`config.mk`:
```
export PLATFORM = sky130hd
export DESIGN_NAME = vm_dispense_ctrl
export DESIGN_NICKNAME = d
export VERILOG_FILES = /design/src/rtl/vm_dispense_ctrl.sv
export SDC_FILE = /design/constraint.sdc
export NUM_CORES = 1
export LEC_CHECK = 0
export BUFFER_PORTS_ARGS = -buffer_cell sky130_fd_sc_hd__buf_4
export CAP_MARGIN = 20
export CELL_PAD_IN_SITES_DETAIL_PLACEMENT = 0
export CELL_PAD_IN_SITES_GLOBAL_PLACEMENT = 2
export CORE_MARGIN = 3
export CORE_UTILIZATION = 35
export CTS_CLUSTER_DIAMETER = 40
export DETAILED_ROUTE_END_ITERATION = 10
export PLACE_DENSITY_LB_ADDON = 0.25
export SYNTH_ARGS = -nofsm -noshare
export SYNTH_HDL_FRONTEND = slang
export SYNTH_SLANG_ARGS = --single-unit
```
`constraint.sdc`:
```
create_clock -name clk -period 2.3 [get_ports clk]
set_input_delay 0.23 -clock clk [delete_from_list [all_inputs] [get_ports clk]]
set_output_delay 0.23 -clock clk [all_outputs]
set_load 0.01 [all_outputs]
```
`src/rtl/vm_dispense_ctrl.sv`:
```
// vm_dispense_ctrl
// Output-side controller for the vending machine. It watches the product
// code and change count coming out of vm, pulses the selected product motor,
// and then hands the owed 10 Rs coins to the coin ejector one at a time using
// a request/acknowledge handshake. One vend that arrives while busy is held
// in a single pending slot. Ejector timeouts and dropped vends are flagged.
//
// Ports
//   clk         system clock, rising edge
//   reset       synchronous, active-high
//   out[2:0]    product code from vm: 0 none, 1..4 products, 5..7 invalid
//   change[1:0] number of 10 Rs coins to return, valid together with out
//   coin_ack    ejector accepted the coin currently being requested
//   motor_en    one-hot motor drive, bit k-1 runs the motor for product k
//   coin_eject  coin-eject request to the ejector
//   busy        registered: controller not idle or pending slot occupied
//   jam         sticky: ejector never acknowledged within ACK_TIMEOUT cycles
//   overflow    sticky: a vend was dropped because the pending slot was full
//   vend_count  number of vends started, wraps 255 -> 0

module vm_dispense_ctrl #(
   parameter int MOTOR_CYCLES = 4,
   parameter int COIN_GAP     = 2,
   parameter int ACK_TIMEOUT  = 15
) (
   input  logic       clk,
   input  logic       reset,
   input  logic [2:0] out,
   input  logic [1:0] change,
   input  logic       coin_ack,
   output logic [3:0] motor_en,
   output logic       coin_eject,
   output logic       busy,
   output logic       jam,
   output logic       overflow,
   output logic [7:0] vend_count
);

   typedef enum logic [2:0] {
      IDLE,
      MOTOR,
      EJECT,
      GAP,
      JAM
   } state_t;

   // One shared down-the-phase counter serves every timed state; it always
   // restarts at zero on a state entry, so each phase ends on its *_LAST value.
   localparam logic [15:0] MOTOR_LAST = 16'(MOTOR_CYCLES - 1);
   localparam logic [15:0] GAP_LAST   = 16'(COIN_GAP - 1);
   localparam logic [15:0] ACK_LAST   = 16'(ACK_TIMEOUT - 1);

   state_t      state_q, state_d;
   logic [2:0]  out_q;
   logic [2:0]  code_q, code_d;
   logic [1:0]  coins_q, coins_d;
   logic [15:0] cnt_q, cnt_d;
   logic        pendValid_q, pendValid_d;
   logic [2:0]  pendCode_q, pendCode_d;
   logic [1:0]  pendCoins_q, pendCoins_d;
   logic        overflow_q, overflow_d;
   logic        busy_q;
   logic        jam_q;
   logic [7:0]  vendCount_q;

   logic        vendEvent;
   logic        startVend;
   logic        takePending;
   logic        finishVend;

   // A vend is the first cycle a valid product code appears after a zero.
   assign vendEvent = (out >= 3'd1) && (out <= 3'd4) && (out_q == 3'd0);

   // Next-state logic. The per-state case decides where the current vend is
   // going; the shared tail then handles chaining into the pending vend and
   // filling the pending slot, so that a slot consumed on this cycle can be
   // refilled by a new event on the same cycle without raising overflow.
   always_comb begin
      state_d     = state_q;
      code_d      = code_q;
      coins_d     = coins_q;
      cnt_d       = cnt_q;
      pendValid_d = pendValid_q;
      pendCode_d  = pendCode_q;
      pendCoins_d = pendCoins_q;
      overflow_d  = overflow_q;
      startVend   = 1'b0;
      takePending = 1'b0;
      finishVend  = 1'b0;

      case (state_q)
         IDLE: begin
            if (pendValid_q) begin
               takePending = 1'b1;
            end else if (vendEvent) begin
               state_d   = MOTOR;
               code_d    = out;
               coins_d   = change;
               cnt_d     = '0;
               startVend = 1'b1;
            end
         end
         MOTOR: begin
            if (cnt_q == MOTOR_LAST) begin
               if (coins_q != 2'd0) begin
                  state_d = EJECT;
                  cnt_d   = '0;
               end else begin
                  finishVend = 1'b1;
               end
            end else begin
               cnt_d = cnt_q + 16'd1;
            end
         end
         EJECT: begin
            if (coin_ack) begin
               coins_d = coins_q - 2'd1;
               cnt_d   = '0;
               if (coins_q == 2'd1) begin
                  finishVend = 1'b1;
               end else begin
                  state_d = GAP;
               end
            end else if (cnt_q == ACK_LAST) begin
               state_d = JAM;
            end else begin
               cnt_d = cnt_q + 16'd1;
            end
         end
         GAP: begin
            if (cnt_q == GAP_LAST) begin
               state_d = EJECT;
               cnt_d   = '0;
            end else begin
               cnt_d = cnt_q + 16'd1;
            end
         end
         JAM: begin
            state_d = JAM;
         end
         default: begin
            state_d = IDLE;
         end
      endcase

      if (finishVend) begin
         if (pendValid_q) begin
            takePending = 1'b1;
         end else begin
            state_d = IDLE;
         end
      end

      if (takePending) begin
         state_d     = MOTOR;
         code_d      = pendCode_q;
         coins_d     = pendCoins_q;
         cnt_d       = '0;
         startVend   = 1'b1;
         pendValid_d = 1'b0;
      end

      if (vendEvent && ((state_q != IDLE) || pendValid_q)) begin
         if (!pendValid_q || takePending) begin
            pendValid_d = 1'b1;
            pendCode_d  = out;
            pendCoins_d = change;
         end else begin
            overflow_d = 1'b1;
         end
      end
   end

   // State and status registers. busy and jam are registered from the
   // next-state values so they describe the controller after each edge.
   always_ff @(posedge clk) begin
      if (reset) begin
         state_q     <= IDLE;
         out_q       <= 3'd0;
         code_q      <= 3'd0;
         coins_q     <= 2'd0;
         cnt_q       <= '0;
         pendValid_q <= 1'b0;
         pendCode_q  <= 3'd0;
         pendCoins_q <= 2'd0;
         overflow_q  <= 1'b0;
         busy_q      <= 1'b0;
         jam_q       <= 1'b0;
         vendCount_q <= 8'd0;
      end else begin
         state_q     <= state_d;
         out_q       <= out;
         code_q      <= code_d;
         coins_q     <= coins_d;
         cnt_q       <= cnt_d;
         pendValid_q <= pendValid_d;
         pendCode_q  <= pendCode_d;
         pendCoins_q <= pendCoins_d;
         overflow_q  <= overflow_d;
         busy_q      <= (state_d != IDLE) || pendValid_d;
         jam_q       <= (state_d == JAM);
         if (startVend) begin
            vendCount_q <= vendCount_q + 8'd1;
         end
      end
   end

   // Motor and ejector drives decode directly from the registered state.
   always_comb begin
      motor_en   = 4'b0000;
      coin_eject = 1'b0;
      if (state_q == MOTOR) begin
         case (code_q)
            3'd1:    motor_en = 4'b0001;
            3'd2:    motor_en = 4'b0010;
            3'd3:    motor_en = 4'b0100;
            3'd4:    motor_en = 4'b1000;
            default: motor_en = 4'b0000;
         endcase
      end
      if (state_q == EJECT) begin
         coin_eject = 1'b1;
      end
   end

   assign busy       = busy_q;
   assign jam        = jam_q;
   assign overflow   = overflow_q;
   assign vend_count = vendCount_q;

endmodule

```
## Yosys cells after proc, flatten, opt, wreduce, memory -nomap -nowiden

Index checks and enable logic that the tools add are counted.

- Bits in registers: 44
- Output and inout bits: 16

- Bitwise gates (word level): 1
- $add $sub $neg: 3
- Equal/unequal tests: 21
- Muxes and demuxes: 48
- Reduce and logical (&&, ||, !) cells: 22
- $lt $le $gt $ge: 2

Operators by type and width:

| kind | count |
|---|---|
| $mux W16 | 7 |
| $pmux W16 S4 | 1 |
| $mux W3 | 15 |
| $add A16 B1 Y16 const B | 1 |
| $eq A16 B1 Y1 const B | 1 |
| $eq A16 B2 Y1 const B | 1 |
| $eq A16 B4 Y1 const B | 1 |
| $mux W1 | 16 |
| $pmux W4 S4 | 1 |
| $ne A3 B3 Y1 const B | 5 |
| $pmux W3 S5 | 1 |
| $eq A3 B2 Y1 const B | 4 |
| $eq A3 B3 Y1 const B | 3 |
| $reduce_bool A3 Y1 | 3 |
| $add A8 B1 Y8 const B | 1 |
| $mux W2 | 4 |
| $eq A3 B1 Y1 const B | 2 |
| $logic_not A3 Y1 | 2 |
| $reduce_bool A2 Y1 | 3 |
| $reduce_and A5 Y1 | 1 |
| $mux W4 | 1 |
| $ne A2 B2 Y1 const B | 2 |
| $pmux W2 S2 | 1 |
| $reduce_and A2 Y1 | 2 |
| 14 further kinds | 18 |

## Logic depth before layout (Yosys ltp)

- Depth in word-level cells: 11
- Mapped depth: 9
- Gate-level depth less buffers: 8

## Least setup slack after synthesis

Ideal clock, no wire load.

- Path type: register to register
- Start point: register cnt_q[0]
- End point: register cnt_q[0]
- Cell stages (with the launch flop): 10
- Setup slack: 0.268 ns
- Data required time: 2.183 ns
- Library setup time: 0.117 ns
- Arrival time: 1.915 ns
- Cells stage by stage: dfxtp_1 > inv_1 > ha_1 > and4b_1 > a41oi_1 > nor2_1 > or2_2 > o21ai_1 > buf_2 > nor2_1

- Word-level cells in the longest chain between the ends: 5
- Elaborated cells between the ends (all ways): 16
- Classes of those cells: add/sub: 1; eq/ne: 5; mux: 8; reduce/logical: 2

RTL lines:

| element | RTL line | text |
|---|---|---|
| start, declared | 57 | `logic [15:0] cnt_q, cnt_d;` |
| start signal, assigned | 195 | `cnt_q <= cnt_d;` |
| branches (longest 5 deep; another with $add A16 B1 Y16) | n/a |  |

Several ways; the timed one is not identified. The select of a mux whose other input is x is not followed.
A chain may end at the register's enable or synchronous reset.

## Worst setup path in the final report

- Start point: register cnt_q[4]
- End point: register vendCount_q[4] (netlist: vend_count[4])

- Word-level cells in the longest chain between the ends: 5

RTL lines:

| element | RTL line | text |
|---|---|---|
| $eq A16 B2 Y1 | 104 | `if (cnt_q == MOTOR_LAST) begin` |
| $mux W1 | 104 |  |
| $pmux W1 S2 | 91 | `case (state_q)` |
| $mux W1 | 146 | `if (finishVend) begin` |
| $mux W1 | 154 | `if (takePending) begin` |
| end signal, assigned | 203 | `vendCount_q <= vendCount_q + 8'd1;` |
| end, declared | 64 | `logic [7:0] vendCount_q;` |

Every way passes these cells.

==> reports/summary.txt <==
RUN STATUS
--------------------------------------------------------------------------------------------------------
Status .................................................................................... complete, no violations

RUN
--------------------------------------------------------------------------------------------------------
Max-capacitance violation count ...........................................................            0

CLOCKING
--------------------------------------------------------------------------------------------------------
H-Tree Depth ..............................................................................            2
Clock tree from TritonCTS .................................................................         done
Clk Latency, worst-skew pair ..............................................................       310 ps
Post-CTS clock slew at the launch and capture registers of the worst setup and hold paths .       100 ps
Root Buffer ............................................................................... sky130_fd_sc_hd__clkbuf_8
Clock Tree Buf Depth ......................................................................            2
# hold bufs at CTS ........................................................................            0
Clk sinks .................................................................................           44
Total clock buffers created by CTS ........................................................            5

TIMING
--------------------------------------------------------------------------------------------------------
Slew Viols, Final .........................................................................            0
Fin Clk Skew ..............................................................................      11.1 ps
Rel. slew slack ...........................................................................        0.656
Final count of hold timing violations .....................................................            0
Accumulated negative setup slack ..........................................................         0 ps
Setup slack of the critical path after layout .............................................       203 ps
Slew at the pin with the worst max-slew slack .............................................       511 ps
Unrepaired setup endpoints after global routing ...........................................        false
Max Clk Rate ..............................................................................      477 MHz
Finish-stage setup viols ..................................................................            0
Final critical-path share of the clock period .............................................        0.912
Shortest clock period the worst path allows after layout ..................................      2100 ps

PWR
--------------------------------------------------------------------------------------------------------
Power dissipated by switching net loads ...................................................   0.000439 W
Total Power Consumption ...................................................................    0.00164 W
Fraction of power consumed by sequential logic ............................................        0.490
Total leakage power .......................................................................      1.13 nW
VDD IR max ................................................................................   0.000296 V
Power Internal ............................................................................    0.00120 W
Part of the total power dissipated in the clock network ...................................        0.379
Power share of the combinational group ....................................................        0.131
Switching share of power ..................................................................        0.268
Power density of the placed cells .........................................................  586 nW/um^2

GLOBAL ROUTE
--------------------------------------------------------------------------------------------------------
GR Layer Usage met1 .......................................................................        0.242
Antenna violations before repair ..........................................................            0
Met2 Track Usage GR .......................................................................        0.232
Remaining global-route overflow ...........................................................            0
Via count of the first global-routing pass ................................................         1944
Largest net degree at the start of global routing .........................................           30
Global routing's busiest layer ............................................................         met1
Met3 layer usage reported by global route .................................................       0.0345
Wire length of the first global-routing pass ..............................................      9.72 mm
Total routing resource utilization after global routing ...................................        0.161

SYNTHESIS
--------------------------------------------------------------------------------------------------------
Share of the synthesized netlist area taken by xor and xnor gates .........................       0.0664
Async SR Flop Fraction ....................................................................            0
Proportion of synthesized area in mux cells ...............................................       0.0427
Adder-Cell Fraction of Synth Area .........................................................       0.0316
Dominant combinational cell family by area after synthesis ................................ simple AND/OR/NAND/NOR gates
Synth Instances ...........................................................................          279
Register bit total from synthesis .........................................................           44
Proportion of synthesized chip area in sequential cells ...................................        0.371
Area of the mapped netlist ................................................................   2380 sq um
Post-synthesis simple-gate area fraction ..................................................        0.299
Net count of the mapped netlist ...........................................................          293
Count of different cell masters after synthesis ...........................................           54
Number of flops mapped to enable cells by yosys ...........................................            0
Yosys warnings ............................................................................            0
Predominant post-synthesis flop cell ...................................................... sky130_fd_sc_hd__dfxtp_1
Avg Cell Area, Syn ........................................................................   8.52 sq um
Compound-Gate Fraction of Synth Area ......................................................        0.147

ROUTING
--------------------------------------------------------------------------------------------------------
Antenna Nets Post-Route ...................................................................            0
Via-to-Cell Ratio .........................................................................         5.23
Total length of routed wires ..............................................................      5.83 mm
Vias post-DR ..............................................................................         2036
Routed len/inst ...........................................................................      15.0 um
Number of remaining DRC errors ............................................................            0
Count of TritonRoute iterations in the first routing pass .................................            4
Number of DRC markers after the initial detailed-route iteration ..........................          107

CRITICAL PATH
--------------------------------------------------------------------------------------------------------
Sequence of cells on the critical path .................................................... nor4_4 -> nand3_4 -> o31ai_4 -> nor2_2 -> or3_1 -> a21oi_1
Top fanout value on the critical path .....................................................            6
Largest delay share family, worst path .................................................... simple AND/OR/NAND/NOR gates
CP startpoint kind ........................................................................         flop
Crit path required time ...................................................................      2540 ps
Arrival time worst endpoint ...............................................................      2330 ps
Critical Path End Type ....................................................................         flop
Max incr delay on CP ......................................................................       460 ps
Slowest cell on crit path ................................................................. sky130_fd_sc_hd__nor4_4
Setup CP Type .............................................................................      reg2reg
CP bufs+invs ..............................................................................            0

FLOORPLAN
--------------------------------------------------------------------------------------------------------
Standard-cell row count ...................................................................           29
Vertical die dimension ....................................................................      88.4 um
Total core area ...........................................................................   6460 sq um
Initial standard-cell utilization of the core .............................................        0.368
Die Outline Area ..........................................................................   7810 sq um
Io pins ...................................................................................           24
Horizontal die dimension ..................................................................      88.4 um

CELLS AND AREA
--------------------------------------------------------------------------------------------------------
Net count reported at finish ..............................................................          325
Most used cells in the layout excluding fill and tap cells ................................ 51 x sky130_fd_sc_hd__nor2_1, 44 x sky130_fd_sc_hd__dfxtp_1, 36 x sky130_fd_sc_hd__buf_4
Post-route cell area ......................................................................   2800 sq um
Layout-stage area growth over the synthesis result ........................................        17.9%
Layout cells sized above 1 ................................................................        0.189
Fill count ................................................................................          679
Antenna cells .............................................................................            0
Most frequent standard cell in the layout excluding fill and tap cells .................... sky130_fd_sc_hd__nor2_1

HOLD PATH
--------------------------------------------------------------------------------------------------------
Type of the most critical hold path .......................................................       in2reg

PLACED DESIGN
--------------------------------------------------------------------------------------------------------
HPWL reported at the end of detailed placement ............................................      4.35 mm
Cell area after placement .................................................................   2670 sq um
Number of buffers added on ports ..........................................................           23
Final RePlAce weighted congestion .........................................................        0.811
Worst slack at placement ..................................................................      83.2 ps

path summary, 6_finish.rpt:
check | start | to | slack, ps | cells past startpoint
hold reg to reg | pendCoins_q[0] | coins_q[0] | 480 | 2
hold / removal | out[2] | out_q[2] | 160 | 2
setup reg to reg | cnt_q[4] | vend_count[4] | 200 | 6
setup / recovery | cnt_q[4] | vend_count[4] | 200 | 6
state kept, by name, summed over array words and instances (netlist names):
name         cells
pendValid_q      1
overflow         1
jam              1
busy             1
pendCoins_q      2
state_q          3
code_q           3
coins_q          2
pendCode_q       3
out_q            3
vend_count       8
cnt_q           16
repair_timing:
item | 4_1_cts | 5_1_grt
setup endpoints to repair | 0 | 12
resized for setup | 0 | 2
setup buffers | 0 | 0
power by group through the flow:
| stage | clock [W] | combinational, W | sequential [W] |
|---|---|---|---|
| floorplan | 0 | 0.000139 | 0.000820 |
| global placement | 0 | 0.000218 | 0.000821 |
| detailed placement | 0 | 0.000215 | 0.000822 |
| CTS | 0.000641 | 0.000216 | 0.000804 |
| global route | 0.000673 | 0.000243 | 0.000808 |
| finish | 0.000621 | 0.000215 | 0.000804 |
logic make-up (layout without fill, tap and decap cells):
| group | after synthesis | after routing |
|---|---|---|
| AND/OR/NAND/NOR | 132 | 132 |
| AO/OA/AOI/OAI | 50 | 50 |
| flip-flops | 44 | 44 |
| buffers and inverters | 19 | 52 |
| XOR/XNOR | 18 | 18 |
| multiplexers | 10 | 10 |
| adder cells (fa/ha/maj) | 6 | 6 |
metrics by stage:
stage           util  cells  hold WS [ps]
3_5_place_dp   0.414    381           468
2_1_floorplan      -    279           358
4_1_cts        0.431    389           162
6_report       0.434    389           163
5_1_grt        0.434    389           164
3_3_place_gp   0.414    381           468
area by class of cell:
class / instances / area, sq um / share of cell area
clock inverter: 3 / 46.3 / 0.0165
clock buffer: 5 / 68.8 / 0.0246
inverter: 8 / 30.0 / 0.0107
timing repair buffer: 36 / 270 / 0.0965
tap: 77 / 96.3 / 0.0344
multi-input combinational: 216 / 1410 / 0.503
sequential: 44 / 881 / 0.315
synthesized netlist by cell type (all sizes together), types with 2 or more instances:
| cell | instances | share of area |
|---|---|---|
| nand2b | 2 | 0.0053 |
| xor2 | 9 | 0.033 |
| a31oi | 4 | 0.011 |
| nor4b | 2 | 0.0074 |
| clkbuf | 4 | 0.0063 |
| nor2 | 52 | 0.083 |
| nand2 | 18 | 0.028 |
| nor4 | 5 | 0.032 |
| or3 | 5 | 0.013 |
| inv | 8 | 0.013 |
| nor3 | 12 | 0.025 |
| buf | 7 | 0.024 |
| nand3 | 9 | 0.024 |
| and2 | 2 | 0.0053 |
| nor2b | 3 | 0.0079 |
| nand4 | 7 | 0.018 |
| and3 | 7 | 0.019 |
| a21oi | 10 | 0.021 |
| o21ai | 11 | 0.023 |
| mux2i | 9 | 0.038 |
| and4 | 2 | 0.0079 |
| xnor2 | 9 | 0.033 |
| ha | 6 | 0.032 |
| a41oi | 2 | 0.0074 |
| a211oi | 11 | 0.035 |
| dfxtp | 44 | 0.37 |
routing by layer:
layer  share of wire  routed length [um]
met2            0.42                2450
met5               0                   0
met1            0.53                3100
met4           0.011                  64
met3           0.036                 211
No activity file was read; power rests on OpenSTA's default activity.
